<file path="config.mk">
export PLATFORM = sky130hd
export DESIGN_NAME = aclk_alarm_ctrl
export DESIGN_NICKNAME = d
export VERILOG_FILES = /design/src/rtl/aclk_alarm_ctrl.sv
export SDC_FILE = /design/constraint.sdc
export NUM_CORES = 1
export LEC_CHECK = 0
export ABC_AREA = 1
export BUFFER_PORTS_ARGS = -buffer_cell sky130_fd_sc_hd__buf_2
export CORE_MARGIN = 8
export CORE_UTILIZATION = 51
export DETAILED_ROUTE_END_ITERATION = 10
export HOLD_SLACK_MARGIN = 0.03
export PLACE_DENSITY_LB_ADDON = 0.05
export SYNTH_ARGS = -nofsm -noshare
export SYNTH_HDL_FRONTEND = slang
export SYNTH_SLANG_ARGS = --single-unit
export TNS_END_PERCENT = 20
</file>
<file path="constraint.sdc">
create_clock -name clk -period 1.8 [get_ports clk]
set_input_delay 0.36 -clock clk [delete_from_list [all_inputs] [get_ports clk]]
set_output_delay 0.36 -clock clk [all_outputs]
set_load 0.01 [all_outputs]
</file>
<file path="src/rtl/aclk_alarm_ctrl.sv">
// aclk_alarm_ctrl: alarm sequencing controller for the 10 Hz alarm clock.
// Compares the current time with the programmed alarm time. It rings the Alarm output
// on the first cycle of a matching minute. It also handles stop, a bounded number of
// snoozes, and auto-silence after a ring timeout.
//
// Ports:
//   clk, reset      10 Hz clock, synchronous active-high reset
//   AL_ON           alarm function enable
//   STOP_al         stop request (level)
//   SNOOZE          snooze request (level)
//   H_in, M_in      current hours / minutes
//   H_al, M_al      alarm hours / minutes
//   Alarm           high while ringing (registered)
//   snooze_active   high while snoozing (registered)
//   snooze_cnt      snoozes used in the current alarm event
//   state_o         IDLE=0, ARMED=1, RINGING=2, SNOOZE=3
module aclk_alarm_ctrl #(
    parameter int unsigned CLK_PER_SEC      = 10,
    parameter int unsigned SNOOZE_SEC       = 300,
    parameter int unsigned RING_TIMEOUT_SEC = 60,
    parameter int unsigned MAX_SNOOZE       = 3,
    parameter int unsigned TW               = 9
) (
    input  logic       clk,
    input  logic       reset,
    input  logic       AL_ON,
    input  logic       STOP_al,
    input  logic       SNOOZE,
    input  logic [4:0] H_in,
    input  logic [5:0] M_in,
    input  logic [4:0] H_al,
    input  logic [5:0] M_al,
    output logic       Alarm,
    output logic       snooze_active,
    output logic [1:0] snooze_cnt,
    output logic [1:0] state_o
);

    typedef enum logic [1:0] {
        StIdle    = 2'd0,
        StArmed   = 2'd1,
        StRinging = 2'd2,
        StSnooze  = 2'd3
    } state_e;

    localparam int unsigned   PW          = (CLK_PER_SEC > 1) ? $clog2(CLK_PER_SEC) : 1;
    localparam logic [PW-1:0] PRESC_LAST  = PW'(CLK_PER_SEC - 1);
    localparam logic [TW-1:0] RING_LAST   = TW'(RING_TIMEOUT_SEC - 1);
    localparam logic [TW-1:0] SNOOZE_LAST = TW'(SNOOZE_SEC - 1);
    localparam logic [TW-1:0] TIMER_MAX   = '1;
    localparam logic [1:0]    CNT_MAX     = 2'(MAX_SNOOZE);

    state_e          state_q, state_d;
    logic [PW-1:0]   presc_q;
    logic [TW-1:0]   timer_q;
    logic            match_q;
    logic [1:0]      cnt_d;
    logic            sec_tick;
    logic            match;
    logic            trigger;

    assign sec_tick = (presc_q == PRESC_LAST);
    assign match    = (H_in == H_al) && (M_in == M_al);
    // Rising edge of the match: only the first cycle of the alarm minute triggers, so
    // enabling mid-minute or returning to ARMED within the minute never re-rings.
    assign trigger  = match && !match_q;
    assign state_o  = state_q;

    always_comb begin
        state_d = state_q;
        cnt_d   = snooze_cnt;
        case (state_q)
            StIdle: begin
                if (AL_ON) state_d = StArmed;
            end
            StArmed: begin
                if (!AL_ON) begin
                    state_d = StIdle;
                end else if (trigger) begin
                    state_d = StRinging;
                    cnt_d   = '0;
                end
            end
            StRinging: begin
                if (!AL_ON) begin
                    state_d = StIdle;
                end else if (STOP_al) begin
                    state_d = StArmed;
                    cnt_d   = '0;
                end else if (SNOOZE) begin
                    // At the snooze limit the request is swallowed and ringing continues.
                    if (snooze_cnt < CNT_MAX) begin
                        state_d = StSnooze;
                        cnt_d   = snooze_cnt + 2'd1;
                    end
                end else if (sec_tick && timer_q == RING_LAST) begin
                    state_d = StArmed;
                    cnt_d   = '0;
                end
            end
            StSnooze: begin
                if (!AL_ON) begin
                    state_d = StIdle;
                end else if (STOP_al) begin
                    state_d = StArmed;
                    cnt_d   = '0;
                end else if (sec_tick && timer_q == SNOOZE_LAST) begin
                    state_d = StRinging;
                end
            end
            default: state_d = StIdle;
        endcase
        if (state_d == StIdle) cnt_d = '0;
    end

    always_ff @(posedge clk) begin
        if (reset) begin
            state_q       <= StIdle;
            presc_q       <= '0;
            timer_q       <= '0;
            match_q       <= 1'b0;
            snooze_cnt    <= '0;
            Alarm         <= 1'b0;
            snooze_active <= 1'b0;
        end else begin
            presc_q       <= sec_tick ? '0 : presc_q + PW'(1);
            match_q       <= match;
            state_q       <= state_d;
            snooze_cnt    <= cnt_d;
            Alarm         <= (state_d == StRinging);
            snooze_active <= (state_d == StSnooze);
            // Each state starts its own time budget from zero.
            if (state_d != state_q) begin
                timer_q <= '0;
            end else if (sec_tick && timer_q != TIMER_MAX) begin
                timer_q <= timer_q + TW'(1);
            end
        end
    end

endmodule

</file>
# [Word level (Yosys, flattened, before mapping)]
# Index checks and enable logic that the tools add are counted.
[classes] n_addsub=3 order_cmp=1 n_eq_ne=19 muxes=22 reduce_logical=13
[op_table] cell="$mux W2" count=20
[op_table] cell="$ne A2 B2 Y1 const B" count=5
[op_table] cell="$add A9 B1 Y9 const B" count=1
[op_table] cell="$eq A9 B6 Y1 const B" count=1
[op_table] cell="$eq A9 B9 Y1 const B" count=1
[op_table] cell="$ne A9 B9 Y1 const B" count=1
[op_table] cell="$eq A2 B2 Y1 const B" count=4
[op_table] cell="$ne A4 B4 Y1 const B" count=2
[op_table] cell="$pmux W2 S4" count=1
[op_table] cell="$reduce_and A8 Y1" count=1
[op_table] cell="$eq A6 B6 Y1" count=1
[op_table] cell="$pmux W2 S3" count=1
[op_table] cell="$reduce_or A2 Y1" count=3
[op_table] cell="$eq A5 B5 Y1" count=1
[op_table] cell="$logic_and A1 B1 Y1" count=5
[op_table] cell="$add A4 B1 Y4 const B" count=1
[op_table] cell="$eq A4 B4 Y1 const B" count=1
[op_table] cell="$logic_not A2 Y1" count=2
[op_table] cell="$reduce_bool A3 Y1" count=1
[op_table] cell="$add A2 B1 Y2 const B" count=1
[op_table] cell="$eq A2 B1 Y1 const B" count=1
[op_table] cell="$lt A2 B2 Y1 const B" count=1
[op_table] cell="$ne A2 B2 Y1" count=1
[op_table] cell="$logic_not A1 Y1" count=1
[totals] ff_bits=20 inputBits=27 out_inout_bits=6 elab_cells=65

# [Depth between registers and ports, before layout]
[depth] word_depth=9 mapped_depth=13 mapped_depth_nobuf=13

# [Worst setup path before layout]
# OpenSTA, ideal clock, no wires.
[synth_path] kind="reg-to-reg" startpoint="register timer_q[0]" endpoint="register timer_q[7]" setup_ns=0.116 arrival_ns=1.544 required_time_ns=1.684 path_slack_ns=0.140 stages_incl_launch_ff=10 n_path_buf=0 period_less_slack_ns=1.660 cell_sequence="dfxtp_1 > ha_1 > nand3_1 > nor4_1 > ha_1 > nor2_4 > nand4_1 > nand3b_1 > xor2_1 > nor2_2"
[synth_via] elab_chain_len=9 elab_cells_between_ends=17 cone_classes="1 x add/sub; 4 x eq/ne; 8 x mux; 4 x reduce/logical"
[synth_rtl] element="start, declared" line_no="55" rtl="logic [TW-1:0] timer_q;"
[synth_rtl] element="start signal, assigned" line_no="136" rtl="timer_q <= timer_q + TW'(1);"
[synth_rtl] element="$eq A9 B6 Y1" line_no="96" rtl="end else if (sec_tick && timer_q == RING_LAST) begin"
[synth_rtl] element="$logic_and A1 B1 Y1" line_no="96"
[synth_rtl] element="$mux W2" line_no="96"
[synth_rtl] element="$mux W2" line_no="90" rtl="end else if (SNOOZE) begin"
[synth_rtl] element="$mux W2" line_no="87" rtl="end else if (STOP_al) begin"
[synth_rtl] element="$mux W2" line_no="85" rtl="if (!AL_ON) begin"
[synth_rtl] element="$pmux W2 S4" line_no="72" rtl="case (state_q)"
[synth_rtl] element="$ne A2 B2 Y1" line_no="133" rtl="if (state_d != state_q) begin"
[synth_rtl] element="$reduce_or A2 Y1 (no source line)"
# Several ways; a longest one is shown, not always the timed one.
# A chain may end at the register's enable or synchronous reset.

# [Worst setup path in the final report]
[layout_path] startpoint="register timer_q[1]" endpoint="register timer_q[7]"
# The elaborated chain is that of the path after synthesis.

==> impl_metrics.ini <==
[clocking]
cts_hold_buf = 0
numCtsBuffers = 3
clk_latency_ns = 0.32
cts-htree-levels = 1
clk_pin_slew_ns = 0.13
clkSinkCount = 20
cts_tree = yes
cts_buffer_depth = 2
clockRootBuffer = clkbuf_4

[global_route]
grt_pass1_vias = 1182
overflow = 0
grt_first_pass_wirelength_mm = 4.75
grt_usage_pct = 13.7
antenna_found_initial = 0
grt_max_degree = 13

[route]
ant_nets = 0
wl_mm = 2.68
viasPerCell = 4.96
vias = 1170
drc = 0
drt_pre_antenna_iters = 4
wl_per_cell_microns = 11.4
drt_iter0_markers = 91

[sta]
setup_violations = 0
max_slew.worst_pin.slew_ns = 0.299
report.final.slew_viol_count = 0
max_slew_margin_pct = 80.0
final.min_clock_period_ns = 1.66
hold_viol = 0
maxClockFrequency_ghz = 0.602
setup-tns-final_ns = 0
fin_crit_sh_pct = 92.2
fin_skew_ns = 0.0169
rsz0062_at_grt = no

[worst_setup_path]
crit_path_end_kind = flip-flop
arrival_ns = 1.89
cp_slowest_stage_delay_ns = 0.36
criticalPathCategory = flip-flop to flip-flop
path_cells = ha_4 -> nand3_1 -> nor4_1 -> ha_1 -> nor2_4 -> nand4_1 -> nand3b_1 -> xor2_1 -> nor2_2
path_max_fanout = 4
cp_data_required_time_ns = 2.03
start_kind = flip-flop
crit_slowest_cell = dfxtp_2

[job]
drv_cap = 0

[cells_and_area]
fin_area_sq_mm = 0.00151
final_common_cell = nand2_1
syn2layout_area_growth_pct = 25.2
drive_gt1_share_pct = 33.2
filler_cell_count = 196
final_cell_mix = nand2_1, buf_2, inv_1, nor2_1, dfxtp_1
antenna_cells = 0
final_nets = 241

[power]
peakVddDrop_mv = 0.512
powerDensity_mw_per_mm2 = 628
p_leak_nw = 0.696

[die]
core-area_sq_mm = 0.00223
die_w_microns = 64.7
ios = 33
die_h_microns = 64.7
num_rows = 17
start_util_pct = 54.1
dieArea_sq_mm = 0.00418

[synth]
yosysUniqueCellTypes = 24
yosysSeqAreaShare_pct = 33.1
ys_ff_latch = 20
syn_nets = 201
synth_cells = 169
yosys_warnings = 0
netlist_area_sq_mm = 0.00121
syn_avg_cell_area_sq_um = 7.15

[place]
portBuffers = 32
place_area_sq_mm = 0.00141
dpl.hpwl_mm = 2.13
gp_congestion = 0.834

[run_status]
outcome = finished, final reports clean

[worst_hold_path]
hp-class = input pin to flip-flop
==> repair_timing <==
| action | 4_1_cts | 5_1_grt |
|---|---|---|
| gates cloned | 0 | 1 |
| pin swaps | 1 | 2 |
| gates resized for setup | 0 | 9 |
| setup endpoints to repair | 1 | 9 |
| buffers inserted | 0 | 1 |
==> final timing paths <==
path | from | endpoint | slack (ns) | cells after the start
min reg2reg | presc_q[0]$_SDFF_PP0_ | presc_q[0]$_SDFF_PP0_ | 0.45 | 1
min | reset | match_q$_SDFF_PP0_ | 0.26 | 2
max | timer_q[1]$_SDFFE_PP0P_ | timer_q[7]$_SDFFE_PP0P_ | 0.14 | 9
max reg2reg | timer_q[1]$_SDFFE_PP0P_ | timer_q[7]$_SDFFE_PP0P_ | 0.14 | 9
==> routing by layer <==
layer  global-route usage, %  up-vias  routed length, microns
met5                       0        -                       0
met4                    5.45        0                      38
met3                    4.47        6                     123
met2                    23.7       29                    1340
met1                    15.1      525                    1180
li1                        -      610                       -
==> synth_stat cells, drive strengths merged <==
cell type	number	area (sq um)
xor2	7	61.3
o21ai	1	5.00
xnor2	6	52.6
nand3	16	113
nand3b	2	15.0
nor4	2	12.5
nor3	1	5.00
a21oi	5	28.8
inv	27	101
nand2	38	148
clkinv	1	3.75
or2	1	6.26
ha	5	62.6
nand4	4	25.0
nor2	31	149
mux2i	2	20.0
dfxtp	20	400
==> worst max-delay path, delay by kind of cell, from the launching register on <==
kind	cells	cell delay (ns)
and+or+nand+nor	6	0.66
adders and majority gates	2	0.37
DFF	1	0.36
xor gates and xnor gates	1	0.17
==> final cells by class <==
type	instances	area, sq um	area share, %
multi-input combinational	122	739	48.9
inverter	28	105	6.95
clock inverter	1	30.0	1.99
clock buffer	3	22.5	1.49
sequential	20	405	26.8
tap	28	35.0	2.32
timing repair buffer	34	175	11.6
==> registers in the layout (all words and copies together), names as in the netlist <==
register       cells
snooze_active      1
presc_q            4
state_o            2
match_q            1
snooze_cnt         2
timer_q            9
Alarm              1
==> metrics by stage <==
| stage | total power [mW] | cells | hold slack [ns] | util [%] | setup WS [ns] |
|---|---|---|---|---|---|
| 6_report | 0.951 | 236 | 0.256 | 67.7 | 0.140 |
| 5_1_grt | 1.00 | 236 | 0.232 | 67.7 | 0.00417 |
| 4_1_cts | 0.951 | 234 | 0.236 | 65.5 | 0.0110 |
| 3_5_place_dp | 0.581 | 230 | 0.462 | 63.2 | 0.0224 |
| 3_3_place_gp | 0.575 | 230 | 0.447 | 63.2 | 0.0812 |
| 2_1_floorplan | 0.531 | 169 | 0.432 | - | 0.140 |
==> cells by family after synthesis <==
family          share of synthesized area, %
simple gates                            39.1
buf+inv                                 8.70
flops                                   33.1
xor+xnor                                9.42
compound gates                          2.79
fa+ha+maj                               5.18
mux                                     1.66
==> report_power, final <==
| part | total, mW | internal, mW | switching [mW] |
|---|---|---|---|
| Sequential | 0.458 | 0.450 | 0.00806 |
| Combinational | 0.119 | 0.0547 | 0.0639 |
| Clock | 0.374 | 0.225 | 0.149 |
Power figures use the tool's default switching activity.
